--- config.mk ---
export PLATFORM = sky130hd
export DESIGN_NAME = user_io_responder
export DESIGN_NICKNAME = d
export VERILOG_FILES = /design/src/rtl/user_io_pkg.sv /design/src/rtl/user_io_fifo.sv /design/src/rtl/user_io_responder.sv
export SDC_FILE = /design/constraint.sdc
export NUM_CORES = 1
export LEC_CHECK = 0
export CORE_MARGIN = 2
export CORE_UTILIZATION = 51
export CTS_CLUSTER_SIZE = 25
export DETAILED_ROUTE_END_ITERATION = 8
export MAX_ROUTING_LAYER = met4
export PLACE_DENSITY = 0.77
export REMOVE_ABC_BUFFERS = 1
export SETUP_SLACK_MARGIN = 0.3
export SYNTH_ARGS = -nofsm -noshare
export SYNTH_HDL_FRONTEND = slang
export SYNTH_SLANG_ARGS = --single-unit
export TNS_END_PERCENT = 10
--- constraint.sdc ---
create_clock -name clk -period 6.8 [get_ports clk]
set_input_delay 1.02 -clock clk [delete_from_list [all_inputs] [get_ports clk]]
set_output_delay 1.02 -clock clk [all_outputs]
set_load 0.05 [all_outputs]
--- src/rtl/user_io_pkg.sv ---
// Shared constants and types for the user-IO SPI responder.
package user_io_pkg;

    localparam logic [7:0] CMD_BUTTONS  = 8'h01;
    localparam logic [7:0] CMD_JOY0     = 8'h02;
    localparam logic [7:0] CMD_JOY1     = 8'h03;
    localparam logic [7:0] CMD_PS2KBD   = 8'h05;
    localparam logic [7:0] CMD_CONF_STR = 8'h14;
    localparam logic [7:0] CMD_STATUS   = 8'h1E;

    localparam int unsigned FIFO_DEPTH = 4;

    typedef enum logic [1:0] {
        IDLE,
        CMD,
        DATA
    } state_e;

    function automatic logic [7:0] sat_inc8(input logic [7:0] v);
        return (v == 8'hFF) ? v : v + 8'd1;
    endfunction

endpackage

--- src/rtl/user_io_fifo.sv ---
// Four-entry synchronous byte FIFO for the keyboard stream; head is a registered entry.
module user_io_fifo
    import user_io_pkg::*;
(
    input  logic       clk,
    input  logic       reset,
    input  logic       push,
    input  logic [7:0] push_data,
    input  logic       pop,
    output logic [7:0] head,
    output logic       full,
    output logic       empty
);

    logic [7:0] mem_q [FIFO_DEPTH];
    logic [1:0] wr_ptr_q, rd_ptr_q;
    logic [2:0] count_q;
    logic       pop_ok, push_ok;

    always_comb begin
        empty   = (count_q == 3'd0);
        full    = (count_q == 3'(FIFO_DEPTH));
        pop_ok  = pop && !empty;
        // A pop frees the slot a same-cycle push needs when full.
        push_ok = push && (!full || pop_ok);
        head    = mem_q[rd_ptr_q];
    end

    always_ff @(posedge clk or posedge reset) begin
        if (reset) begin
            for (int i = 0; i < FIFO_DEPTH; i++) mem_q[i] <= 8'h00;
            wr_ptr_q <= 2'd0;
            rd_ptr_q <= 2'd0;
            count_q  <= 3'd0;
        end else begin
            if (push_ok) begin
                mem_q[wr_ptr_q] <= push_data;
                wr_ptr_q        <= wr_ptr_q + 2'd1;
            end
            if (pop_ok) rd_ptr_q <= rd_ptr_q + 2'd1;
            case ({push_ok, pop_ok})
                2'b10:   count_q <= count_q + 3'd1;
                2'b01:   count_q <= count_q - 3'd1;
                default: count_q <= count_q;
            endcase
        end
    end

endmodule

--- src/rtl/user_io_responder.sv ---
// Guest-side SPI responder for the user-IO channel: decodes command/data bytes into
// core registers, a keyboard byte stream and a status word, and returns core type/config.
module user_io_responder
    import user_io_pkg::*;
#(
    parameter logic [7:0]  CORE_TYPE = 8'hA4,
    parameter int unsigned CONF_LEN  = 64,
    localparam int unsigned CONF_AW  = (CONF_LEN > 1) ? $clog2(CONF_LEN) : 1
) (
    input  logic               clk,
    input  logic               reset,
    input  logic               spi_sck,
    input  logic               spi_ss_n,
    input  logic               spi_mosi,
    output logic               spi_miso,
    output logic [7:0]         buttons,
    output logic [7:0]         joy0,
    output logic [7:0]         joy1,
    output logic [31:0]        status,
    output logic               status_strobe,
    output logic [7:0]         ps2_data,
    output logic               ps2_valid,
    input  logic               ps2_ready,
    output logic               ps2_overflow,
    output logic [CONF_AW-1:0] conf_addr,
    input  logic [7:0]         conf_data
);

    logic [1:0]  sck_sync_q, ss_sync_q, mosi_sync_q;
    logic        sck_prev_q, rise_q, fall_q, ss_q, mosi_q, armed_q;
    state_e      state_q;
    logic [2:0]  bit_cnt_q;
    logic [7:0]  byte_idx_q, cmd_q, shift_q, tx_q, conf_idx_q;
    logic [23:0] shadow_q;
    logic        reload_q;

    logic        rise, fall, byte_done, fifo_push, fifo_full, fifo_empty, ps2_drop;
    logic [7:0]  rx_byte, next_tx;

    assign conf_addr = conf_idx_q[CONF_AW-1:0];

    always_comb begin
        rise      = rise_q && !ss_q;
        fall      = fall_q && !ss_q;
        rx_byte   = {shift_q[6:0], mosi_q};
        byte_done = rise && (bit_cnt_q == 3'd7) && (state_q != IDLE);
        next_tx   = ((cmd_q == CMD_CONF_STR) && (32'(conf_idx_q) < CONF_LEN)) ? conf_data : 8'h00;
        fifo_push = byte_done && (state_q == DATA) && (cmd_q == CMD_PS2KBD);
        // Full implies non-empty, so a ready consumer always makes room.
        ps2_drop  = fifo_push && fifo_full && !ps2_ready;
        ps2_valid = !fifo_empty;
    end

    // ss_n pipeline resets low so a select held low across reset is never seen as a new frame.
    always_ff @(posedge clk or posedge reset) begin
        if (reset) begin
            sck_sync_q  <= 2'b00;
            ss_sync_q   <= 2'b00;
            mosi_sync_q <= 2'b00;
            sck_prev_q  <= 1'b0;
            rise_q      <= 1'b0;
            fall_q      <= 1'b0;
            ss_q        <= 1'b0;
            mosi_q      <= 1'b0;
        end else begin
            sck_sync_q  <= {sck_sync_q[0], spi_sck};
            ss_sync_q   <= {ss_sync_q[0], spi_ss_n};
            mosi_sync_q <= {mosi_sync_q[0], spi_mosi};
            sck_prev_q  <= sck_sync_q[1];
            rise_q      <= sck_sync_q[1] && !sck_prev_q;
            fall_q      <= !sck_sync_q[1] && sck_prev_q;
            ss_q        <= ss_sync_q[1];
            mosi_q      <= mosi_sync_q[1];
        end
    end

    always_ff @(posedge clk or posedge reset) begin
        if (reset) begin
            state_q       <= IDLE;
            armed_q       <= 1'b0;
            bit_cnt_q     <= 3'd0;
            byte_idx_q    <= 8'd0;
            cmd_q         <= 8'h00;
            shift_q       <= 8'h00;
            tx_q          <= 8'h00;
            conf_idx_q    <= 8'd0;
            shadow_q      <= 24'h0;
            reload_q      <= 1'b0;
            spi_miso      <= 1'b0;
            buttons       <= 8'h00;
            joy0          <= 8'h00;
            joy1          <= 8'h00;
            status        <= 32'h0;
            status_strobe <= 1'b0;
            ps2_overflow  <= 1'b0;
        end else begin
            status_strobe <= 1'b0;
            if (ss_q) armed_q <= 1'b1;
            if (ps2_drop) ps2_overflow <= 1'b1;

            if (state_q == IDLE || ss_q) begin
                bit_cnt_q  <= 3'd0;
                byte_idx_q <= 8'd0;
                reload_q   <= 1'b0;
                spi_miso   <= 1'b0;
                state_q    <= IDLE;
                if (state_q == IDLE && armed_q && !ss_q) begin
                    state_q  <= CMD;
                    tx_q     <= CORE_TYPE;
                    spi_miso <= CORE_TYPE[7];
                end
            end else begin
                if (rise) begin
                    shift_q   <= rx_byte;
                    bit_cnt_q <= bit_cnt_q + 3'd1;
                end
                // Reload waits for the fall so conf_data has settled on the new address.
                if (fall) begin
                    if (reload_q) begin
                        tx_q       <= next_tx;
                        spi_miso   <= next_tx[7];
                        reload_q   <= 1'b0;
                        conf_idx_q <= sat_inc8(conf_idx_q);
                    end else begin
                        spi_miso <= tx_q[3'd7 - bit_cnt_q];
                    end
                end
                if (byte_done) begin
                    reload_q <= 1'b1;
                    if (state_q == CMD) begin
                        cmd_q      <= rx_byte;
                        state_q    <= DATA;
                        byte_idx_q <= 8'd0;
                        conf_idx_q <= 8'd0;
                    end else begin
                        byte_idx_q <= sat_inc8(byte_idx_q);
                        case (cmd_q)
                            CMD_BUTTONS: if (byte_idx_q == 8'd0) buttons <= rx_byte;
                            CMD_JOY0:    if (byte_idx_q == 8'd0) joy0 <= rx_byte;
                            CMD_JOY1:    if (byte_idx_q == 8'd0) joy1 <= rx_byte;
                            CMD_STATUS: begin
                                case (byte_idx_q)
                                    8'd0: shadow_q[7:0]   <= rx_byte;
                                    8'd1: shadow_q[15:8]  <= rx_byte;
                                    8'd2: shadow_q[23:16] <= rx_byte;
                                    8'd3: begin
                                        status        <= {rx_byte, shadow_q};
                                        status_strobe <= 1'b1;
                                    end
                                    default: ;
                                endcase
                            end
                            default: ;
                        endcase
                    end
                end
            end
        end
    end

    user_io_fifo u_fifo (
        .clk       (clk),
        .reset     (reset),
        .push      (fifo_push),
        .push_data (rx_byte),
        .pop       (ps2_ready),
        .head      (ps2_data),
        .full      (fifo_full),
        .empty     (fifo_empty)
    );

endmodule

==> results.json <==
{
  "post_cts_resized": 0,
  "max_slew_margin_pct": 33.4,
  "via_per_inst": 5.69,
  "critPathSlowestCell": "clkdlybuf4s50_1",
  "syn2layout_area_growth_pct": 20.3,
  "grt_usage_pct": 21.4,
  "total_power_mw": 2.16,
  "synth_edf_count": 0,
  "layout_commonest_cell": "dfrtp_1",
  "ctsHtreeMaxLevel": 4,
  "setup_viol": 0,
  "floorplan.io_pins": 88,
  "cts-root-buf": "clkbuf_16",
  "ys_types": 60,
  "max_stage_delay_ns": 0.74,
  "rsz0062_at_grt": "no",
  "yosys.area.top_type": "dfrtp_1",
  "leakage_nw": 4.33,
  "fp.coreArea_um2": 14600,
  "synth-seq-cells": 179,
  "final_nets": 663,
  "drive_gt1_share_pct": 27.5,
  "antenna_found_initial": 0,
  "startpoint_type": "register",
  "gp_congestion": 0.806,
  "yosys_warnings": 0,
  "path_buf_inv": 1,
  "tightest_slew_ns": 0.995,
  "dr.max_layer_used": "met4",
  "hpwl_mm": 10.3,
  "num_antenna_cells": 0,
  "start_util_pct": 52.5,
  "cap_violations": 0,
  "tns_ns": 0,
  "die-area_um2": 16000,
  "cp.required_ns": 5.78,
  "grt.overflow.total": 0,
  "met3_length_um": 565,
  "grt_max_degree": 107,
  "drc_errors": 0,
  "met2_length_mm": 7.92,
  "hold_path.class": "register to register",
  "grt_pass1_wl_mm": 25.9,
  "drt_first_pass_iters": 4,
  "hold_buffers": 0,
  "grt_pass1_vias": 4896,
  "drv_slew": 0,
  "hold_viol_final": 0,
  "hold_slack_ns": 0.345,
  "wl_met1_mm": 6.99,
  "ant_nets": 0,
  "path_delay_family": "buffers and inverters",
  "path_max_fanout": 10,
  "clock_latency_ns": 0.43,
  "worst_slack_ns": 3.28,
  "die_width_um": 127,
  "async_flop_share_pct": 100,
  "cts.clk_slew.worst_paths_ns": 0.06,
  "synth_area_um2": 7660,
  "clockBufferDepth": 2,
  "pwr_density_cell_nw_per_um2": 234,
  "cp-end-kind": "output port",
  "ir_drop_uv": 155,
  "final_cell_mix": "dfrtp_1 (179), mux2_2 (108), clkdlybuf4s50_1 (87)",
  "post-cts-setup-buffer-count": 0,
  "period_share_pct": 51.7,
  "synthFlopType": "dfrtp_1",
  "drt_iter0_markers": 293,
  "fin_util_pct": 63.2,
  "fmax_mhz": 284,
  "clock_skew_ns": 0.0111,
  "netlist.area_leader.share_pct": 58.4,
  "cp_cell_sequence": "mux4_2 -> clkdlybuf4s50_1",
  "outcome": "completed",
  "wl_mm": 15.7,
  "cts_buffers": 17,
  "wl_per_cell_um": 18.9,
  "cts_tree": "yes",
  "arrival_ns": 2.50,
  "io_buffer_count": 87,
  "min_period_ns": 3.52,
  "place_ws_ns": 3.29,
  "cts.sinks": 179,
  "die_h_um": 127,
  "vias": 4726,
  "syn_avg_cell_area_um2": 13.7,
  "fp-row-count": 44,
  "ys_seq_area_share_pct": 58.4,
  "synth.area.top_cells": "dfrtp_1 (58%), mux2_2 (16%), mux4_2 (2.4%), ha_1 (2.0%), nand2_1 (1.9%)",
  "crit_type": "register to output port",
  "syn_inst": 559
}
## per-stage QoR
stage	area (um2)	cells
after floorplan	7510	528
after global routing	9220	831
final	9220	831
after global placement	8630	801
after detailed placement	8630	801
after CTS	9220	831
## final cells by class
type / instances / area, um2
Clock buffer: 21 / 470
Multi-Input combinational cell: 337 / 2990
Inverter: 12 / 50.0
Tap cell: 184 / 230
Timing Repair Buffer: 89 / 886
Fill cell: 1054 / 5370
Sequential cell: 179 / 4480
Clock inverter: 9 / 120
## flip-flops by register name, summed over array words and instances (netlist names), 2 cells and up
name / flops
bit_cnt_q: 3
tx_q: 8
status: 32
mosi_sync_q: 2
u_fifo.mem_q: 32
u_fifo.wr_ptr_q: 2
conf_idx_q: 8
buttons: 8
u_fifo.rd_ptr_q: 2
shift_q: 7
cmd_q: 8
byte_idx_q: 8
state_q: 2
u_fifo.count_q: 3
shadow_q: 24
ss_sync_q: 2
joy1: 8
sck_sync_q: 2
joy0: 8
## cells in the mapped netlist (2+ instances only)
cell       number
or2_2           2
nor4b_1         2
a31o_2          2
ha_1           12
a31oi_1         7
nand3_1        11
xnor2_1         4
buf_2           5
a21oi_1        10
nand4b_1        2
buf_4           6
nand3b_1        3
mux2i_1         7
o21ai_0         6
or4b_2          3
nor3b_1         2
nand2b_1        6
mux2_1          4
dfrtp_1       179
o211ai_1        3
nor2_1         22
clkbuf_1       18
or3_1           3
o21ba_2         2
nand3_2         4
a22o_1          5
or3b_2          2
and3_1          6
xor2_1          6
nor3_1          2
nand4_1         5
and4_1          2
and2_1          3
nor4_1          2
o2111ai_1       2
nor2b_1         4
mux2_4          8
mux2_2        108
inv_1          12
nand2_1        39
mux4_2          8
a211oi_1        2
## cell families after synthesis
kind of cell	after synthesis	share of synthesized area, %
multiplexers	135	21.3
AND/OR/NAND/NOR	134	10.3
flip-flops	179	58.4
AO/OA/AOI/OAI	45	4.05
buffers and inverters	43	2.58
XOR/XNOR	10	1.14
adder cells (fa/ha/maj)	13	2.22
## worst paths after layout
kind | endpoint | depth (start not counted) | start | slack, ns
min in group asynchronous | status[17]$_DFFE_PP0P_ | 2 | reset | 1.20
max | ps2_data[7] | 2 | u_fifo.rd_ptr_q[0]$_DFFE_PP0P_ | 3.28
max reg2reg | u_fifo.count_q[1]$_DFFE_PP0P_ | 7 | state_q[1]$_DFFE_PP0P_ | 3.64
max in group asynchronous | u_fifo.mem_q[12]$_DFFE_PP0P_ | 3 | reset | 4.14
min reg2reg | ss_q$_DFF_PP0_ | 0 | ss_sync_q[1]$_DFF_PP0_ | 0.35
min | ss_q$_DFF_PP0_ | 0 | ss_sync_q[1]$_DFF_PP0_ | 0.35
## where the power goes
group / total, mW / leakage, nW / internal [mW] / switching [mW]
Combinational: 0.0526 / 1.60 / 0.0203 / 0.0324
Clock: 0.986 / 0.280 / 0.572 / 0.413
Sequential: 1.12 / 2.45 / 1.08 / 0.0477
## per-layer routing
metal | vias to the layer above | GRT usage [%]
li1 | 2144 | -
met1 | 2453 | 27.9
met2 | 110 | 34.2
met3 | 19 | 3.88
met4 | 0 | 6.98
met5 | - | -
## worst reg2reg max path, cell delays in order, from the launching register on
cell and delay, ns:
dfrtp_1 0.47, nor2b_1 0.69, nor3b_1 0.74, nand2_1 0.23, ha_1 0.29, inv_1 0.09
fa_1 0.41, o21ai_0 0.16
Note: power is estimated with default switching activity, not from simulation.
